$ cat src/rtl/pw_trigger_seq.sv
// pw_trigger_seq: multi-pulse trigger sequencer.
// A qualified I_match starts a sequence of up to pNUM_PULSES pulses. Each pulse
// has its own delay and width. Every output is a flop decoded from the FSM
// state held one cycle earlier, so the outputs form a clean one-cycle pipeline
// behind the state machine.
module pw_trigger_seq #(
    parameter int pNUM_PULSES          = 4,
    parameter int pIDX_WIDTH           = 3,
    parameter int pTRIGGER_DELAY_WIDTH = 20,
    parameter int pTRIGGER_WIDTH_WIDTH = 17
) (
    input  logic                                          trigger_clk,
    input  logic                                          reset_i,
    input  logic                                          I_arm,
    input  logic                                          I_match,
    input  logic [pIDX_WIDTH-1:0]                         I_num_pulses,
    input  logic [pNUM_PULSES*pTRIGGER_DELAY_WIDTH-1:0]   I_delays,
    input  logic [pNUM_PULSES*pTRIGGER_WIDTH_WIDTH-1:0]   I_widths,
    output logic                                          O_trigger,
    output logic                                          O_busy,
    output logic [pIDX_WIDTH-1:0]                         O_pulse_index,
    output logic                                          O_done,
    output logic                                          O_capture_enable
);

    localparam int pCNT_WIDTH = (pTRIGGER_DELAY_WIDTH > pTRIGGER_WIDTH_WIDTH) ?
                                pTRIGGER_DELAY_WIDTH : pTRIGGER_WIDTH_WIDTH;

    typedef enum logic [1:0] {
        IDLE  = 2'd0,
        DELAY = 2'd1,
        PULSE = 2'd2
    } state_t;

    state_t                                        r_state;
    state_t                                        w_nextState;
    logic [pCNT_WIDTH-1:0]                         r_count;
    logic [pCNT_WIDTH-1:0]                         w_nextCount;
    logic [pIDX_WIDTH-1:0]                         r_idx;
    logic [pIDX_WIDTH-1:0]                         w_nextIdx;
    logic [pIDX_WIDTH-1:0]                         w_succIdx;
    logic [pIDX_WIDTH-1:0]                         r_num;
    logic [pIDX_WIDTH-1:0]                         w_numClamped;
    logic [pNUM_PULSES*pTRIGGER_DELAY_WIDTH-1:0]   r_delays;
    logic [pNUM_PULSES*pTRIGGER_WIDTH_WIDTH-1:0]   r_widths;
    logic [pTRIGGER_DELAY_WIDTH-1:0]               w_firstDelay;
    logic [pTRIGGER_WIDTH_WIDTH-1:0]               w_firstWidth;
    logic [pTRIGGER_WIDTH_WIDTH-1:0]               w_curWidth;
    logic [pTRIGGER_DELAY_WIDTH-1:0]               w_succDelay;
    logic                                          w_start;
    logic                                          w_finish;
    logic                                          w_lastPulse;
    logic                                          r_finish;
    logic                                          r_armQ;

    // A zero field is treated as one cycle; the counter runs from N-1 down to 0.
    function automatic logic [pCNT_WIDTH-1:0] loadValue(input logic [pCNT_WIDTH-1:0] v);
        return (v == '0) ? '0 : (v - pCNT_WIDTH'(1));
    endfunction

    assign w_numClamped = (I_num_pulses > pIDX_WIDTH'(pNUM_PULSES)) ?
                          pIDX_WIDTH'(pNUM_PULSES) : I_num_pulses;
    assign w_firstDelay = I_delays[pTRIGGER_DELAY_WIDTH-1:0];
    assign w_firstWidth = I_widths[pTRIGGER_WIDTH_WIDTH-1:0];
    assign w_lastPulse  = (r_idx == (r_num - pIDX_WIDTH'(1)));
    assign w_succIdx    = (int'(r_idx) >= pNUM_PULSES - 1) ? '0 : (r_idx + pIDX_WIDTH'(1));
    assign w_curWidth   = r_widths[int'(r_idx)*pTRIGGER_WIDTH_WIDTH +: pTRIGGER_WIDTH_WIDTH];
    assign w_succDelay  = r_delays[int'(w_succIdx)*pTRIGGER_DELAY_WIDTH +: pTRIGGER_DELAY_WIDTH];

    // Next-state logic: start qualification, delay/width countdown, abort on I_arm low.
    always_comb begin
        w_nextState = r_state;
        w_nextCount = r_count;
        w_nextIdx   = r_idx;
        w_start     = 1'b0;
        w_finish    = 1'b0;
        case (r_state)
            IDLE: begin
                if (I_arm && I_match && (I_num_pulses != '0)) begin
                    w_start   = 1'b1;
                    w_nextIdx = '0;
                    if (w_firstDelay == '0) begin
                        w_nextState = PULSE;
                        w_nextCount = loadValue(pCNT_WIDTH'(w_firstWidth));
                    end else begin
                        w_nextState = DELAY;
                        w_nextCount = pCNT_WIDTH'(w_firstDelay) - pCNT_WIDTH'(1);
                    end
                end
            end
            DELAY: begin
                if (!I_arm) begin
                    w_nextState = IDLE;
                    w_nextCount = '0;
                    w_nextIdx   = '0;
                end else if (r_count == '0) begin
                    w_nextState = PULSE;
                    w_nextCount = loadValue(pCNT_WIDTH'(w_curWidth));
                end else begin
                    w_nextCount = r_count - pCNT_WIDTH'(1);
                end
            end
            PULSE: begin
                if (!I_arm) begin
                    w_nextState = IDLE;
                    w_nextCount = '0;
                    w_nextIdx   = '0;
                end else if (r_count == '0) begin
                    if (w_lastPulse) begin
                        w_nextState = IDLE;
                        w_nextCount = '0;
                        w_nextIdx   = '0;
                        w_finish    = 1'b1;
                    end else begin
                        w_nextState = DELAY;
                        w_nextIdx   = w_succIdx;
                        w_nextCount = loadValue(pCNT_WIDTH'(w_succDelay));
                    end
                end else begin
                    w_nextCount = r_count - pCNT_WIDTH'(1);
                end
            end
            default: begin
                w_nextState = IDLE;
                w_nextCount = '0;
                w_nextIdx   = '0;
            end
        endcase
    end

    // FSM state, countdown and pulse index registers.
    always_ff @(posedge trigger_clk or posedge reset_i) begin
        if (reset_i) begin
            r_state  <= IDLE;
            r_count  <= '0;
            r_idx    <= '0;
            r_finish <= 1'b0;
        end else begin
            r_state  <= w_nextState;
            r_count  <= w_nextCount;
            r_idx    <= w_nextIdx;
            r_finish <= w_finish;
        end
    end

    // Configuration snapshot taken at the start edge; ignored until the next start.
    always_ff @(posedge trigger_clk or posedge reset_i) begin
        if (reset_i) begin
            r_num    <= '0;
            r_delays <= '0;
            r_widths <= '0;
        end else if (w_start) begin
            r_num    <= w_numClamped;
            r_delays <= I_delays;
            r_widths <= I_widths;
        end
    end

    // Registered outputs decoded from the previous cycle's state; capture enable is sticky.
    always_ff @(posedge trigger_clk or posedge reset_i) begin
        if (reset_i) begin
            O_trigger        <= 1'b0;
            O_busy           <= 1'b0;
            O_pulse_index    <= '0;
            O_done           <= 1'b0;
            O_capture_enable <= 1'b0;
            r_armQ           <= 1'b0;
        end else begin
            O_trigger     <= (r_state == PULSE);
            O_busy        <= (r_state != IDLE);
            O_pulse_index <= r_idx;
            O_done        <= r_finish;
            r_armQ        <= I_arm;
            if (!r_armQ) begin
                O_capture_enable <= 1'b0;
            end else if ((r_state == PULSE) && (r_idx == '0)) begin
                O_capture_enable <= 1'b1;
            end
        end
    end

endmodule
$ cat config.mk
export PLATFORM = sky130hd
export DESIGN_NAME = pw_trigger_seq
export DESIGN_NICKNAME = d
export VERILOG_FILES = /design/src/rtl/pw_trigger_seq.sv
export SDC_FILE = /design/constraint.sdc
export NUM_CORES = 1
export LEC_CHECK = 0
export ABC_AREA = 1
export BUFFER_PORTS_ARGS = -buffer_cell sky130_fd_sc_hd__buf_2
export CORE_ASPECT_RATIO = 1.75
export CORE_MARGIN = 2
export CORE_UTILIZATION = 50
export CTS_BUF_LIST = sky130_fd_sc_hd__clkbuf_8 sky130_fd_sc_hd__clkbuf_16
export CTS_CLUSTER_DIAMETER = 150
export DETAILED_ROUTE_END_ITERATION = 6
export GPL_TIMING_DRIVEN = 0
export PLACE_DENSITY_LB_ADDON = 0.08
export REMOVE_ABC_BUFFERS = 1
export SETUP_SLACK_MARGIN = 0.15
export SLEW_MARGIN = 15
export SYNTH_ARGS = -nofsm -noshare
export SYNTH_HDL_FRONTEND = slang
export SYNTH_SLANG_ARGS = --single-unit
$ cat constraint.sdc
create_clock -name trigger_clk -period 12.9 [get_ports trigger_clk]
set_clock_uncertainty 0.05 [all_clocks]
set_input_delay 0.645 -clock trigger_clk [delete_from_list [all_inputs] [get_ports trigger_clk]]
set_output_delay 0.645 -clock trigger_clk [all_outputs]
set_load 0.03 [all_outputs]
# Word level (Yosys, flattened, before mapping)
# Index checks and enable logic that the tools add are counted.
totals:
  regBits: 185
  in_bits: 155
  wordCells: 83
classes:
  add_sub_neg: 7
  mul: 2
  order_cmp: 2
  eq_ne: 8
  n_shift: 2
  muxes: 35
  n_reduce_logical: 14
ops:
  columns: ["op", "count"]
  rows:
  - ["20-bit two-way mux", 10]
  - ["80-bit by 9-bit variable part select with 20-bit output", 1]
  - ["68-bit by 9-bit variable part select with 17-bit output", 1]
  - ["20-bit zero test", 3]
  - ["20-bit case mux with 3 select lines", 1]
  - ["20-bit by 1-bit subtractor with 20-bit output (second input constant)", 3]
  - ["17-bit by 1-bit subtractor with 18-bit output (second input constant)", 2]
  - ["17-bit zero test", 2]
  - ["3-bit two-way mux", 7]
  - ["2-bit two-way mux", 6]
  - ["1-bit two-way mux", 9]
  - ["3-bit case mux with 3 select lines", 1]
  - ["3-bit by 5-bit multiplier with 8-bit output (second input constant)", 1]
  - ["3-bit by 3-bit multiplier with 6-bit output (second input constant)", 1]
  - ["3-bit != test (second input constant)", 2]
  - ["2-bit case mux with 3 select lines", 1]
  - ["3-bit AND reduction", 2]
  - ["2-bit != test (second input constant)", 2]
  - ["3-bit by 1-bit adder with 3-bit output (second input constant)", 1]
  - ["3-bit == test", 1]
  - ["3-bit by 2-bit greater-or-equal comparator with 1-bit output (second input constant)", 1]
  - ["3-bit greater-than comparator (second input constant)", 1]
  - ["1-bit logical AND", 3]
  - ["3-bit zero test", 1]
  - ["other kinds (7)", 7]

# Longest topological paths before layout
# Gate-level depths: netlist of the first run.
logic_depth:
  word_depth: 10
  mapped_depth: 22
  mapped_depth_nobuf: 20

# Least setup slack after synthesis of the first run
# Ideal clock, no wire load.
synth_timing:
  kind: "reg-to-reg"
  start: "register r_idx[2]"
  end: "register r_count[12]"
  t_arrival_ns: 2.644
  t_required_ns: 12.733
  path_slack_ns: 10.089
  path_stages_with_launch: 19
  n_path_buf: 2
  synth_period_minus_slack_ns: 2.811
  path_cell_list: "dfrtp_1 inv_2 clkbuf_1 ha_1 nand3b_1 buf_2 nand3_1 ha_1 nand3_1 inv_2 nand2_1 nor2_1 nand3b_1 nand3_1 nand2_1 nand2_1 nand2_1 nand2_1 nand2_1"
synth_between:
  elab_chain_cells: 10
synth_lines:
  columns: ["element", "line_no", "rtl"]
  rows:
  - ["start, declared", "39", "logic [pIDX_WIDTH-1:0] r_idx;"]
  - ["start signal, assigned", "141", "r_idx <= w_nextIdx;"]
  - ["3-bit by 1-bit adder with 3-bit output or 3-bit by 2-bit greater-or-equal comparator with 1-bit output (tied branches)", "66", "assign w_succIdx = (int'(r_idx) >= pNUM_PULSES - 1) ? '0 : (r_idx + pIDX_WIDTH'(1));"]
  - ["3-bit two-way mux", "66", null]
  - ["3-bit by 3-bit multiplier with 6-bit output", "68", "assign w_succDelay = r_delays[int'(w_succIdx)*pTRIGGER_DELAY_WIDTH +: pTRIGGER_DELAY_WIDTH];"]
  - ["80-bit by 9-bit variable part select with 20-bit output", "68", null]
  - ["20-bit by 1-bit subtractor with 20-bit output or 20-bit zero test (tied branches)", "58", "return (v == '0) ? '0 : (v - pCNT_WIDTH'(1));"]
  - ["20-bit two-way mux", "58", null]
  - ["20-bit two-way mux", "109", "if (w_lastPulse) begin"]
  - ["20-bit two-way mux", "108", "end else if (r_count == '0) begin"]
  - ["20-bit two-way mux", "104", "if (!I_arm) begin"]
  - ["20-bit case mux with 3 select lines (*)", "77", "case (r_state)"]
  - ["end signal, assigned", "140", "r_count <= w_nextCount;"]
  - ["end, declared", "37", "logic [pCNT_WIDTH-1:0] r_count;"]
# Every way passes the cells marked *; elsewhere a longest branch is shown, timed or not.
# A chain may end at the register's enable or synchronous reset.

# Final worst setup path of the first run
layout_timing:
  start: "register r_idx[1]"
  end: "register r_count[10]"
# Same word-level chain as after synthesis.

==> results.json, run 1 <==
{
  "status": "finished clean",
  "netlist-cell-type-count": 40,
  "clockRootBuffer": "clkbuf_16",
  "final_nets": 2005,
  "setup_viol": 0,
  "wl_per_cell_um": 16.8,
  "r2r-start": "r_idx[1]$_DFFE_PP0P_",
  "io_pins": 162,
  "route.detailed.drc": 0,
  "endpoint": "r_count[10]$_DFFE_PP0N_",
  "ys_ff_latch": 185,
  "dr.pass1.iters": 5,
  "worst_pin_slew_ns": 1.26,
  "r2r_cells": 19,
  "slowest_delay_ns": 0.99,
  "max_freq_ghz": 0.173,
  "chipWidth_um": 119,
  "track_usage_pct": 30.8,
  "critPathCaptureType": "flip-flop",
  "layout_common_cells": "695 x nand2_1, 184 x dfrtp_1, 162 x inv_1, 161 x buf_2, 130 x o21ai_0",
  "cts.clk_slew.worst_paths_ns": 0.07,
  "clk_path_buf_depth": 2,
  "critPathMaxFanout": 24,
  "cts_setup_buffers": 0,
  "tns_ns": 0,
  "holdCritPathClass": "primary input to async pin",
  "grt_pass1_wl_um": 57800,
  "arrival_ns": 6.13,
  "clock_sinks": 185,
  "drt-total-wl_um": 36200,
  "dp_hpwl_um": 27700,
  "worst_r2r_endpoint": "r_count[10]$_DFFE_PP0N_",
  "ys_top_cells_by_area": "dfrtp_1 40%, nand2_1 23%, o21ai_0 5.6%, inv_1 5.2%, nand3_1 5.0%",
  "cts_tree": "yes",
  "grt_max_degree": 101,
  "h-tree-depth": 4,
  "syn_area_mm2": 0.0115,
  "core_area_mm2": 0.0227,
  "die_area_mm2": 0.0244,
  "initial_core_util_pct": 50.7,
  "multi_input_area_mm2": 0.00595,
  "cts-hold-fix-buffers": 0,
  "fillCellCount": 2282,
  "ys.warnings.count": 0,
  "p_total_w": 0.00299,
  "critical_path_class": "flip-flop to flip-flop",
  "post-place-cells": 2121,
  "report.final.slew_viol_count": 0,
  "port_buffers": 161,
  "crit_top_cell": "nand2_1",
  "startpoint_type": "flip-flop",
  "critPathRequiredTime_ns": 13.24,
  "grt_setup_unrepaired": "false",
  "fp-row-count": 73,
  "slowest_stage": "dfrtp_1",
  "dpl_cell_area_mm2": 0.0126,
  "critPathBufInv": 3,
  "overflow": 0,
  "yosys.area.top_type": "dfrtp_1",
  "gp_congestion": 0.941,
  "finalCriticalPeriod_ns": 5.79,
  "final_common_cell": "nand2_1",
  "ir_worst_vdd_uv": 122,
  "final_area_mm2": 0.0132,
  "hold_viol": 0,
  "cap_violations": 0,
  "layout.cells.non_filler": 2155,
  "ant_nets": 0,
  "numCtsBuffers": 17,
  "synth.top_cell.area_share_pct": 40.1,
  "syn_inst": 1720,
  "cp_top_family": "simple AND/OR/NAND/NOR gates",
  "period_share_pct": 44.9,
  "path_cells": "clkinv_1, ha_1, nand3_1, inv_2, nand2_1, nand3_1, ha_1, nand3_1, inv_2, nand2_1, nor2_1, nand2_1, nand2_1, nand3_1, nand2_1, nand2_1, nand2_1, nand2_1, nand2_1",
  "viasPerCell": 5.25,
  "p_per_area_mw_per_mm2": 226,
  "drive_above_1_share_pct": 12.4,
  "first_global_vias": 11139,
  "fp.dieH_um": 205,
  "startpoint": "r_idx[1]$_DFFE_PP0P_",
  "antenna_found_initial": 3,
  "cts_resized": 0,
  "num_vias": 11322,
  "areaGrowthSynthToFinish_pct": 14.5,
  "r2r_slack_ns": 7.11,
  "max_slew_margin_pct": 15.2,
  "regArea_mm2": 0.00463,
  "syn_area_per_cell_um2": 6.71,
  "cp.depth": 19,
  "clkLatencyLatePin_ns": 0.45,
  "power_leakage_nw": 6.87,
  "drtIter0Drc": 751,
  "seq_area_frac_synth_pct": 40.1
}
==> report_power, final <==
group	internal, W	switching [W]
logic	0.000469	0.000989
registers	0.000838	0.000137
clock network	0.000320	0.000234
==> per-stage QoR <==
| stage | hold slack (ns) | util (%) | worst slack, ns |
|---|---|---|---|
| global route | 0.311 | 58.1 | 6.53 |
| global placement | 0.284 | 54.5 | -3.22 |
| floorplan | 0.281 | - | 2.62 |
| detailed placement | 0.294 | 55.4 | 7.09 |
| CTS | 0.285 | 58.1 | 7.07 |
| finish | 0.258 | 58.1 | 7.11 |
==> metal layers <==
| metal | vias to the layer above | global-route usage [%] | routed length (um) |
|---|---|---|---|
| met5 | - | 0 | 0 |
| met4 | 0 | 21.0 | 2530 |
| met3 | 102 | 4.09 | 1280 |
| met2 | 313 | 56.1 | 18800 |
| met1 | 5202 | 32.8 | 13600 |
| li1 | 5705 | - | - |
==> flip-flops by register name (all words and copies together) (netlist names) <==
| signal | cells |
|---|---|
| r_num | 3 |
| O_capture_enable | 1 |
| r_count | 20 |
| r_state | 2 |
| O_pulse_index | 3 |
| r_widths | 68 |
| O_done | 1 |
| O_trigger | 1 |
| r_delays | 80 |
| O_busy | 1 |
| r_finish | 1 |
| r_armQ | 1 |
| r_idx | 3 |
==> Yosys cell counts <==
cell type / count
o21ai_0: 130
a31oi_2: 1
or2_0: 1
dfrtp_1: 185
nor2_2: 6
buf_2: 13
clkinv_1: 3
a31oi_1: 4
buf_4: 7
o22ai_1: 3
inv_2: 9
and2_1: 1
nor3_2: 1
nand2_2: 2
buf_1: 3
nor3b_1: 3
nor4_1: 5
o21bai_1: 1
a21oi_1: 29
nand2_1: 695
xor2_1: 26
o21a_1: 2
ha_1: 10
xnor2_1: 21
clkbuf_1: 41
o211ai_1: 23
o311ai_0: 2
nand3b_1: 11
nor3_1: 21
buf_6: 4
nor2_1: 126
nand3_1: 116
inv_1: 161
nand4_1: 26
a211oi_1: 2
or2_2: 1
a32oi_1: 1
o21ai_1: 16
nor2_4: 2
nand3_2: 6
==> area by class of cell <==
class,instances,area share (%)
well taps,300,2.84
flip-flops and latches,185,35.0
clock buffers,20,3.53
clock inverters,11,1.11
multi-input cells,1294,45.0
repair buffers,169,7.42
inverters,173,4.99
diodes,3,0.0568
==> logic make-up (layout without fill, tap and decap cells) <==
group	Yosys count	count (layout)	share of synthesized area [%]
compound gates	214	214	10.1
other cells	0	3	0
xor+xnor	47	47	3.57
simple gates	1023	1023	36.6
buf+inv	241	373	8.47
flops	185	185	40.1
fa+ha+maj	10	10	1.08
==> worst min path at each step <==
stage                             from                  endpoint  cells after the start
floorplan           r_finish$_DFF_PP0_          O_done$_DFF_PP0_                      0
global placement    r_finish$_DFF_PP0_          O_done$_DFF_PP0_                      0
detailed placement  r_finish$_DFF_PP0_          O_done$_DFF_PP0_                      0
CTS                            reset_i  r_widths[61]$_DFFE_PP0P_                      2
global route        r_finish$_DFF_PP0_          O_done$_DFF_PP0_                      0
finish                         reset_i  r_widths[61]$_DFFE_PP0P_                      2
Power figures use the tool's default switching activity.
==> run 2, diff against run 1 <==
--- a/config.mk
+++ b/config.mk
@@ -5,7 +5,7 @@
 export SDC_FILE = /design/constraint.sdc
 export NUM_CORES = 1
 export LEC_CHECK = 0
-export ABC_AREA = 1
+export ABC_AREA = 0
 export BUFFER_PORTS_ARGS = -buffer_cell sky130_fd_sc_hd__buf_2
 export CORE_ASPECT_RATIO = 1.75
 export CORE_MARGIN = 2
==> constraint.sdc (replaced) <==
create_clock -name trigger_clk -period 5.95 [get_ports trigger_clk]
set_clock_uncertainty 0.05 [all_clocks]
set_input_delay 0.2975 -clock trigger_clk [delete_from_list [all_inputs] [get_ports trigger_clk]]
set_output_delay 0.2975 -clock trigger_clk [all_outputs]
set_load 0.03 [all_outputs]
==> run 2 against run 1 <==
Net effect:
- sequential share of layout area fell by 1.4 points
- design area rose by 4.3%
- count of clock-buffer cells in the layout fell by 3
- hold slack got worse by 0.24 ns
- critical path depth fell by 6
- non-clock buffer count rose by 113
- sequential power rose by 130%
- setup slack got worse by 6.5 ns
- first-iteration DRC count rose by 3.7%
- die area fell by 5.3%
- critical path type unchanged
- critical endpoint is now r_count[16]$_DFFE_PP0N_
- largest cell class unchanged
- largest power group unchanged
==> results.json, run 2 <==
{
  "io_pins": 162,
  "synth_edf_count": 0,
  "die_area_mm2": 0.0231,
  "ant_nets": 0,
  "grt_max_degree": 78,
  "met2_usage_pct": 55.5,
  "seq_area_frac_synth_pct": 42.4,
  "place_ws_ns": -0.143,
  "final_common_cell": "nand2_1",
  "max_slew_margin_pct": 23.4,
  "critPathMaxFanout": 26,
  "first_global_vias": 10414,
  "core_area_mm2": 0.0215,
  "track_usage_pct": 30.6,
  "cap_violations": 0,
  "clkLatencyLatePin_ns": 0.45,
  "holdCritPathClass": "primary input to flip-flop",
  "slowest_stage": "dfrtp_2",
  "fillCellCount": 1896,
  "ir_worst_vdd_uv": 324,
  "cp_top_family": "compound AO/OA/AOI/OAI gates",
  "use_met3_pct": 4.28,
  "clk_path_buf_depth": 2,
  "grt_setup_unrepaired": "false",
  "layout_common_cells": "512 x nand2_1, 183 x dfrtp_1, 161 x buf_2, 109 x dlygate4sd3_1, 64 x nor2_1",
  "netlist-cell-type-count": 76,
  "status": "finished clean",
  "grt_pass1_wl_um": 53800,
  "synth_common_cells": "513 x nand2_1, 185 x dfrtp_1, 67 x nor2_1",
  "overflow": 0,
  "areaGrowthSynthToFinish_pct": 26.3,
  "wl_per_cell_um": 18.5,
  "largest_reg_flops": 80,
  "critPathBufInv": 1,
  "syn_area_per_cell_um2": 8.35,
  "port_buffers": 161,
  "clock_sinks": 185,
  "cts.clk_slew.worst_paths_ns": 0.07,
  "num_vias": 10268,
  "met1_usage_pct": 34.2,
  "clockRootBuffer": "clkbuf_16",
  "final_nets": 1703,
  "dp_hpwl_um": 23900,
  "critical_path_class": "flip-flop to flip-flop",
  "initial_core_util_pct": 50.7,
  "crit_top_cell": "ha_1",
  "arrival_ns": 5.63,
  "chipWidth_um": 116,
  "gp_congestion": 0.942,
  "post-place-cells": 1702,
  "numCtsBuffers": 17,
  "critPathRequiredTime_ns": 6.24,
  "setup_viol": 0,
  "ys.warnings.count": 0,
  "finalCriticalPeriod_ns": 5.34,
  "power_leakage_nw": 6.47,
  "slowest_delay_ns": 0.73,
  "period_share_pct": 89.7,
  "drtIter0Drc": 779,
  "viasPerCell": 5.57,
  "hold_viol": 0,
  "final_area_mm2": 0.0138,
  "dr.pass1.iters": 5,
  "h-tree-depth": 4,
  "layout.cells.non_filler": 1845,
  "synth.most_common_cell": "nand2_1",
  "whs_ns": 0.0143,
  "reg_top3": "r_delays: 80 flops, r_widths: 68 flops, r_count: 20 flops",
  "cts_tree": "yes",
  "drive_above_1_share_pct": 16.6,
  "setup_ws_ns": 0.610,
  "regMostFlops": "r_delays",
  "path_cells": "clkinv_2, ha_1, a211oi_2, nand2_2, mux4_2, nand2_1, ha_1, o21ai_1, nor4_2, xnor2_1, a21oi_1, o211ai_1, a221o_1",
  "drt-total-wl_um": 34100,
  "dpl_cell_area_mm2": 0.0120,
  "startpoint_type": "flip-flop",
  "grt_busiest_layer": "met2",
  "cts_setup_buffers": 0,
  "worst_pin_slew_ns": 1.15,
  "fp.dieH_um": 199,
  "syn_area_mm2": 0.0109,
  "critPathCaptureType": "flip-flop",
  "yosys.area.top_type": "dfrtp_1",
  "p_per_area_mw_per_mm2": 480,
  "report.final.slew_viol_count": 0,
  "antenna_found_initial": 2,
  "yosys_most_used_dff": "dfrtp_1",
  "async_flop_share_pct": 100,
  "ys_ff_latch": 185,
  "ys_top_cells_by_area": "dfrtp_1 42%, nand2_1 18%, mux4_2 4.5%, xor2_1 2.5%, nor2_1 2.3%",
  "fp-row-count": 71,
  "route.detailed.drc": 0,
  "max_freq_ghz": 0.187,
  "synth.top_cell.area_share_pct": 42.4,
  "syn_inst": 1307
}
## run 2: cell count changes in the layout (fill, tap and decap cells not counted), moves of 15 or more
| cell | delta |
|---|---|
| a21oi_1 | +16 |
| dlygate4sd3_1 | +109 |
| inv_1 | -144 |
| mux4_2 | +22 |
| nand2_1 | -183 |
| nand3_1 | -99 |
| nand4_1 | -24 |
| nor2_1 | -61 |
| nor3_1 | +16 |
| o211ai_1 | -15 |
| o21ai_0 | -85 |
## run 2: per-stage QoR
stage	utilization, %	setup TNS [ns]	total power, W
after global routing	64.1	0	0.00707
after global placement	54.7	-644.20	0.00520
after detailed placement	56.0	-0.429	0.00528
after CTS	64.1	0	0.00662
after floorplan	-	0	0.00435
final	64.1	0	0.00662
## run 2: final timing paths
check                                      endpoint  cells after the start                 start  slack (ns)
setup / recovery            r_count[16]$_DFFE_PP0N_                     13  r_idx[2]$_DFFE_PP0P_        0.61
hold / removal             r_delays[68]$_DFFE_PP0P_                      3          I_delays[68]        0.01
min in group asynchronous  r_widths[26]$_DFFE_PP0P_                      3               reset_i        0.33
max in group asynchronous      r_idx[0]$_DFFE_PP0P_                      5               reset_i        4.42
hold reg to reg                    O_done$_DFF_PP0_                      0    r_finish$_DFF_PP0_        0.31
setup reg to reg            r_count[16]$_DFFE_PP0N_                     13  r_idx[2]$_DFFE_PP0P_        0.61
## run 2: logic make-up (layout without fill, tap and decap cells)
logic type	after synthesis	in the layout	synth area share, %
XOR/XNOR	59	59	4.74
AO/OA/AOI/OAI	203	203	12.4
AND/OR/NAND/NOR	721	721	28.2
buffers and inverters	87	331	3.52
adder cells (fa/ha/maj)	10	10	1.15
flip-flops	185	185	42.4
multiplexers	42	42	7.62
other	0	2	0
## run 2: area by class of cell
class	instances	area [um^2]	area share, %
Timing Repair Buffer	282	2140	15.5
Antenna cell	2	5.00	0.0363
Tap cell	292	365	2.65
Multi-Input combinational cell	1035	5930	43.0
Sequential cell	185	4630	33.6
Clock buffer	17	425	3.09
Clock inverter	15	209	1.52
Inverter	17	72.6	0.527
## run 2: tightest hold or removal path, stage by stage
cell	delay, ns
buf_2	0.08
nand2_1	0.05
nand2_1	0.05
## run 2: metal layers
metal,part of all wire (%),wire length [um],up-vias
met5,0,0,-
met4,4.9,1660,0
met3,4.0,1350,86
met2,53,18200,326
met1,38,12900,4895
li1,-,-,4961
## run 2: power by group
part           internal, W  switching (W)  leakage (nW)  total [W]
clock network     0.000740       0.000507         0.317    0.00125
logic              0.00130        0.00182          3.83    0.00312
registers          0.00182       0.000433          2.32    0.00225
## run 2: timing repair
action                                 in CTS  in global routing
setup endpoints to repair                   8                  6
endpoints found under the hold margin     153                  0
gates resized for setup                     1                  1
hold buffers                              109                  0
